**config.mk**
```make
export PLATFORM = sky130hd
export DESIGN_NAME = tholin_mac_accum
export DESIGN_NICKNAME = d
export VERILOG_FILES = /design/src/rtl/tholin_mac_pkg.sv /design/src/rtl/tholin_mac_alu.sv /design/src/rtl/tholin_mac_accum.sv
export SDC_FILE = /design/constraint.sdc
export NUM_CORES = 1
export LEC_CHECK = 0
export CORE_AREA = 3 3 84 86
export CTS_BUF_LIST = sky130_fd_sc_hd__clkbuf_4 sky130_fd_sc_hd__clkbuf_8 sky130_fd_sc_hd__clkbuf_16
export DETAILED_ROUTE_END_ITERATION = 10
export DIE_AREA = 0 0 87 89
export PLACE_DENSITY_LB_ADDON = 0.3
export SYNTH_ARGS = -nofsm -noshare
export SYNTH_HDL_FRONTEND = slang
export SYNTH_SLANG_ARGS = --single-unit
```
**constraint.sdc**
```tcl
create_clock -name clk -period 2.67 [get_ports clk]
set_input_delay 0.801 -clock clk [delete_from_list [all_inputs] [get_ports clk]]
set_output_delay 0.801 -clock clk [all_outputs]
set_load 0.01 [all_outputs]
```
**src/rtl/tholin_mac_pkg.sv**
```systemverilog
// Shared widths, op encodings and readout FSM states for the tholin MAC accumulator.
package tholin_mac_pkg;
  localparam int ACC_W = 16;
  localparam int CNT_W = 7;

  localparam logic [CNT_W-1:0] CNT_MAX = '1;

  localparam logic [1:0] OP_ACC  = 2'b00;
  localparam logic [1:0] OP_SUB  = 2'b01;
  localparam logic [1:0] OP_LOAD = 2'b10;
  localparam logic [1:0] OP_CLR  = 2'b11;

  typedef enum logic [1:0] {
    ST_IDLE    = 2'b00,
    ST_SEND_HI = 2'b01,
    ST_SEND_LO = 2'b10,
    ST_SEND_ST = 2'b11
  } state_e;
endpackage

```
**src/rtl/tholin_mac_alu.sv**
```systemverilog
// Combinational next-state math for the accumulator: add/sub/load/clear plus saturating count.
module tholin_mac_alu
  import tholin_mac_pkg::*;
(
  input  logic [ACC_W-1:0] acc,
  input  logic [7:0]       prod,
  input  logic [1:0]       op,
  input  logic [CNT_W-1:0] cnt,
  output logic [ACC_W-1:0] acc_nxt,
  output logic             carry,
  output logic [CNT_W-1:0] cnt_nxt
);
  logic [ACC_W:0]   prod_ext;
  logic [ACC_W:0]   sum;
  logic [ACC_W:0]   diff;
  logic [CNT_W-1:0] cnt_inc;

  always_comb begin
    prod_ext = {{(ACC_W + 1 - 8){1'b0}}, prod};
    sum      = {1'b0, acc} + prod_ext;
    // Bit ACC_W of the widened difference is the borrow out of the 16-bit subtract.
    diff     = {1'b0, acc} - prod_ext;
    cnt_inc  = (cnt == CNT_MAX) ? cnt : cnt + CNT_W'(1);

    acc_nxt = acc;
    carry   = 1'b0;
    cnt_nxt = cnt;
    case (op)
      OP_ACC: begin
        acc_nxt = sum[ACC_W-1:0];
        carry   = sum[ACC_W];
        cnt_nxt = cnt_inc;
      end
      OP_SUB: begin
        acc_nxt = diff[ACC_W-1:0];
        carry   = diff[ACC_W];
        cnt_nxt = cnt_inc;
      end
      OP_LOAD: begin
        acc_nxt = prod_ext[ACC_W-1:0];
        cnt_nxt = CNT_W'(1);
      end
      default: begin
        acc_nxt = '0;
        cnt_nxt = '0;
      end
    endcase
  end
endmodule

```
**src/rtl/tholin_mac_accum.sv**
```systemverilog
// MAC back end: accumulates 8-bit products and streams a 3-byte snapshot (acc hi, acc lo, status).
module tholin_mac_accum
  import tholin_mac_pkg::*;
#(
  parameter bit CLR_ON_READ = 1'b0
) (
  input  logic       clk,
  input  logic       rst,
  input  logic       in_valid,
  output logic       in_ready,
  input  logic [7:0] in_prod,
  input  logic [1:0] in_op,
  input  logic       rd_req,
  output logic       out_valid,
  input  logic       out_ready,
  output logic [7:0] out_byte,
  output logic       busy
);
  state_e           state_q, state_d;
  logic [ACC_W-1:0] acc_q, acc_d;
  logic [CNT_W-1:0] cnt_q, cnt_d;
  logic             ovf_q, ovf_d;
  logic [23:0]      snap_q, snap_d;

  logic [ACC_W-1:0] alu_acc;
  logic [CNT_W-1:0] alu_cnt;
  logic             alu_carry;
  logic             xfer;
  logic             rd_acc;

  tholin_mac_alu u_alu (
    .acc     (acc_q),
    .prod    (in_prod),
    .op      (in_op),
    .cnt     (cnt_q),
    .acc_nxt (alu_acc),
    .carry   (alu_carry),
    .cnt_nxt (alu_cnt)
  );

  // A snapshot request wins over a product offered in the same cycle.
  assign in_ready  = !rst && (state_q == ST_IDLE) && !rd_req;
  assign xfer      = in_valid && in_ready;
  assign rd_acc    = (state_q == ST_IDLE) && rd_req;
  assign busy      = (state_q != ST_IDLE);
  assign out_valid = busy;

  always_comb begin
    state_d = state_q;
    acc_d   = acc_q;
    cnt_d   = cnt_q;
    ovf_d   = ovf_q;
    snap_d  = snap_q;

    if (rd_acc) begin
      snap_d  = {acc_q, ovf_q, cnt_q};
      state_d = ST_SEND_HI;
      if (CLR_ON_READ) begin
        acc_d = '0;
        cnt_d = '0;
        ovf_d = 1'b0;
      end
    end else if (xfer) begin
      acc_d = alu_acc;
      cnt_d = alu_cnt;
      ovf_d = ((in_op == OP_ACC) || (in_op == OP_SUB)) ? (ovf_q | alu_carry) : 1'b0;
    end

    if (out_ready) begin
      case (state_q)
        ST_SEND_HI: state_d = ST_SEND_LO;
        ST_SEND_LO: state_d = ST_SEND_ST;
        ST_SEND_ST: state_d = ST_IDLE;
        default:    ;
      endcase
    end
  end

  always_comb begin
    case (state_q)
      ST_SEND_HI: out_byte = snap_q[23:16];
      ST_SEND_LO: out_byte = snap_q[15:8];
      ST_SEND_ST: out_byte = snap_q[7:0];
      default:    out_byte = 8'h00;
    endcase
  end

  always_ff @(posedge clk) begin
    if (rst) begin
      state_q <= ST_IDLE;
      acc_q   <= '0;
      cnt_q   <= '0;
      ovf_q   <= 1'b0;
      snap_q  <= '0;
    end else begin
      state_q <= state_d;
      acc_q   <= acc_d;
      cnt_q   <= cnt_d;
      ovf_q   <= ovf_d;
      snap_q  <= snap_d;
    end
  end
endmodule
```
# [Word level (Yosys, flattened, before mapping)]
# Index checks and enable logic that the tools add are counted.
[op_classes] eq_ne=7 muxes=9 n_reduce_logical=13 n_bitwise=2 n_addsub=3
[ops] op="16-bit one-hot mux with 3 select lines" n=1
[ops] op="8-bit one-hot mux with 3 select lines" n=1
[ops] op="16-bit by 8-bit adder with 17-bit output" n=1
[ops] op="16-bit by 8-bit subtractor with 17-bit output" n=1
[ops] op="7-bit one-hot mux with 2 select lines" n=1
[ops] op="7-bit by 1-bit adder with 7-bit output, second input constant" n=1
[ops] op="7-bit equality test, second input constant" n=1
[ops] op="7-bit two-way mux" n=1
[ops] op="2-bit equality test, second input constant" n=3
[ops] op="2-bit one-hot mux with 3 select lines" n=1
[ops] op="2-bit by 1-bit equality test with 1-bit output, second input constant" n=2
[ops] op="1-bit logical AND" n=4
[ops] op="2-bit zero test" n=2
[ops] op="2-bit two-way mux" n=2
[ops] op="3-bit AND reduction" n=1
[ops] op="1-bit zero test" n=2
[ops] op="2-bit != test, second input constant" n=1
[ops] op="1-bit one-hot mux with 2 select lines" n=1
[ops] op="2-bit AND reduction" n=1
[ops] op="2-bit nonzero test" n=1
[ops] op="2-bit OR reduction" n=1
[ops] op="1-bit logical OR" n=1
[ops] op="1-bit two-way mux" n=1
[ops] op="1-bit NOT" n=1
[ops] op="1-bit OR" n=1
[totals] register_bits=50

# [Depth between registers and ports, before layout]
[depth] depth_word=5 depth_mapped=11 ltp_nobuf=11

# [Hierarchy]
# Synthesis repeated with hierarchy kept, for this count alone.
[hier_totals] hier_cells=453 area_unflattened_um2=3328.2
[modules_own_cells] module="tholin_mac_accum" instances=1 area_per_inst_um2=1965.6 cells_per_inst=249
[modules_own_cells] module="tholin_mac_alu" instances=1 area_per_inst_um2=1362.6 cells_per_inst=204

# [Least setup slack after synthesis]
# Ideal clock, no wire load.
[synth_path] kind="input port to flip-flop" start="in in_prod[0]" end="reg acc_q[10]" path_stages=9 required_ns=2.550 setup_slack_ns=0.165 arrival_ns=2.386 setup_time_ns=0.120 cell_sequence="ha_1 -> inv_1 -> fa_1 -> a21oi_1 -> o31a_1 -> o2bb2ai_2 -> nor3b_1 -> mux2i_1 -> a211o_1"
[synth_between] elab_chain_len=2 word_cells_on_any_way=3
[synth_lines] element="start, declared" line="tholin_mac_accum.sv:11" source="input logic [7:0] in_prod,"
[synth_lines] element="16-bit by 8-bit subtractor with 17-bit output / 16-bit by 8-bit adder with 17-bit output (equally long branches)" line="tholin_mac_alu.sv:22, tholin_mac_alu.sv:20"
[synth_lines] element="16-bit one-hot mux with 3 select lines *" line="tholin_mac_alu.sv:28" source="case (op)"
[synth_lines] element="end signal, assigned" line="tholin_mac_accum.sv:91" source="acc_q <= '0;"
[synth_lines] element="end signal, assigned" line="tholin_mac_accum.sv:97" source="acc_q <= acc_d;"
[synth_lines] element="end, declared" line="tholin_mac_accum.sv:20" source="logic [ACC_W-1:0] acc_q, acc_d;"
# Mark *: on every way between the ends. The rest lies on a longest branch, timed or not.
# A chain may end at the register's enable or synchronous reset.

# [Final worst setup path]
[layout_path] start="reg state_q[1]" end="out out_byte[1]"
[layout_between] elab_chain_len=2 word_cells_on_any_way=4
[layout_lines] element="start, declared" line="tholin_mac_accum.sv:19" source="state_e state_q, state_d;"
[layout_lines] element="start signal, assigned" line="tholin_mac_accum.sv:96" source="state_q <= state_d;"
[layout_lines] element="2-bit equality test / 2-bit by 1-bit equality test with 1-bit output (equally long branches)" line="tholin_mac_accum.sv:80" source="case (state_q)"
[layout_lines] element="8-bit one-hot mux with 3 select lines *" line="tholin_mac_accum.sv:80"
[layout_lines] element="end, declared" line="tholin_mac_accum.sv:16" source="output logic [7:0] out_byte,"
# Marks and branches as above.

==> flow_summary.toml <==
[cts]
cts_buffer_depth = 2
numCtsBuffers = 5
clockRootBuffer = "clkbuf_8"
cts_sinks = 50
holdBufCountCts = 0
ctsHtreeMaxLevel = 2
clock_latency_ns = 0.31
cts_tree = "built"
clk_pin_slew_ns = 0.09

[drt]
post_drt_wl_per_cell_um = 16.2
dr.first_iter.drc_count = 280
drcViolationCount = 0
first_pass_iters = 5
vias_per_cell = 5.87
routed_wl_um = 8940
vias = 3245
ant_nets = 0

[logic_synthesis]
ys_ff_latch = 50
syn-cell-area_um2 = 3190
syn_area_per_cell_um2 = 7.68
syn_inst = 416
synth-edff-count = 0
ys_warn_count = 0
async_flop_share_pct = 0
synth_cell_types = 56
synth-main-ff-cell = "dfxtp_1"
yosysSeqAreaShare_pct = 31.3
synthesis.nets = 455

[finish]
drive_above_1_share_pct = 21.0
area_growth_pct = 29.0
antenna_cells = 0
final_util_pct = 64.9
fin_area_um2 = 4120
layout_commonest_cell = "nand2_1"
final_cell_mix = "nand2_1 (65), buf_4 (55), dfxtp_1 (49)"
final_net_count = 514

[global_route]
grt_use_met1_pct = 30.6
antenna_found_initial = 0
gr-usage-met3_pct = 3.69
first_global_vias = 3154
track_usage_pct = 23.7
busiest_layer = "met2"
grt_pass1_wl_um = 14800
grt_overflow = 0
grt_max_degree = 43
gr-usage-met2_pct = 41.5

[worst_setup_path]
cp-startpoint = "state_q[1]"
start_kind = "register"
path_class = "register to output pin"
r2r-end = "acc_q[10]"
r2r_cells = 10
critPathMaxFanout = 8
cp.arrival_ns = 1.80
reg2reg_from = "acc_q[0]"
end_kind = "output pin"
regToRegSetupSlack_ns = 0.41
crit_path_end = "out_byte[1]"
crit_required_ns = 1.87

[die]
initial_core_util_pct = 50.3
io_pins = 26
die-area_um2 = 7740
die_w_um = 87
rows = 29
die_h_um = 89
core-area_um2 = 6350

[power]
report.power.total_w = 0.00193
p_leak_nw = 1.70
ir_drop_v = 0.000386
p_per_area_nw_per_um2 = 469

[place]
dp_slack_ns = -0.587
io_buffers = 25
place_congestion = 0.891
dp.final_hpwl_um = 6480
placed_area_um2 = 3800

[timing]
fmax_ghz = 0.385
worstMarginPinSlew_ns = 0.486
timing.final.crit_share_pct = 97.3
finalHoldViolCount = 0
maxSlewViolCount = 0
setup_viol = 0
fin_skew_ns = 0.00976
fin_hold_ws_ns = 0.465
timing.slew.headroom_pct = 67.3
setup_ws_ns = 0.0711
period_needed_ns = 2.60

[job]
maxCapViolations = 0

[outcome]
status = "finished, final reports clean"

[min_path]
hp-class = "register to register"
==> per-layer routing <==
metal	share of wire, %	wire length [um]
met3	4.1	371
met4	1.2	110
met2	49	4350
met5	0	0
met1	46	4100
==> where the power goes <==
part	internal [W]	leakage, nW	total, W	switching, W
Combinational	0.000249	1.24	0.000564	0.000315
Clock	0.000290	0.0548	0.000548	0.000258
Sequential	0.000778	0.405	0.000821	0.0000435
Total	0.00132	1.70	0.00193	0.000617
==> area by class of cell <==
class,count,area (um2)
Timing Repair Buffer,80,657
Multi-Input combinational cell,311,2150
Inverter,27,101
Clock inverter,2,37.5
Tap cell,77,96.3
Clock buffer,6,76.3
Sequential cell,50,1000
Fill cell,572,2230
==> sequential cells by signal, indices dropped and copies added (netlist names) <==
signal,cells
ovf_q,1
cnt_q,7
acc_q,16
snap_q,24
state_q,2
==> what timing repair did <==
item | in CTS | in global routing
setup endpoints to repair | 21 | 15
setup buffers | 2 | 2
resized for setup | 32 | 27
endpoints found under the hold margin | 0 | 0
pin swaps | 11 | 13
==> kinds of logic after synthesis <==
kind of cell	share of synthesized area (%)
mux	1.88
simple gates	22.1
compound gates	24.8
flops	31.3
buf+inv	7.33
fa+ha+maj	9.87
xor+xnor	2.74
==> Yosys cell counts (7+ instances only) <==
library cell | instances | area share (%)
ha_1 | 22 | 8.6
xnor2_1 | 7 | 1.9
a211oi_1 | 8 | 1.9
nor2_1 | 38 | 4.5
buf_2 | 7 | 1.1
nand2_1 | 65 | 7.6
clkbuf_1 | 16 | 1.9
inv_1 | 25 | 2.9
nor3_1 | 9 | 1.4
a222oi_1 | 8 | 2.5
o21ai_0 | 16 | 2.5
dfxtp_1 | 50 | 31
a21oi_1 | 44 | 6.9
==> through the flow <==
stage	instances	TNS [ns]
after CTS	552	0
after global placement	542	-5.67
after detailed placement	542	-6.54
after global routing	553	-0.00139
final	553	0
after floorplan	416	0
==> worst min path at each step <==
stage               start          to  slack, ns  cells after the start
3_3_place_gp   snap_q[15]  snap_q[15]       0.44                      2
6_report       snap_q[17]  snap_q[17]       0.46                      2
2_1_floorplan       ovf_q   snap_q[7]       0.43                      2
5_1_grt        snap_q[23]  snap_q[23]       0.48                      2
3_5_place_dp   snap_q[13]  snap_q[13]       0.45                      2
4_1_cts        snap_q[13]  snap_q[13]       0.46                      2
==> worst max-delay path, stage by stage, from the launching register on <==
cell	delay (ns)
dfxtp_2	0.38
inv_1	0.10
ha_2	0.25
a222oi_1	0.39
nor2_1	0.08
dlygate4sd2_1	0.30
Note: power is estimated with default switching activity, not from simulation.
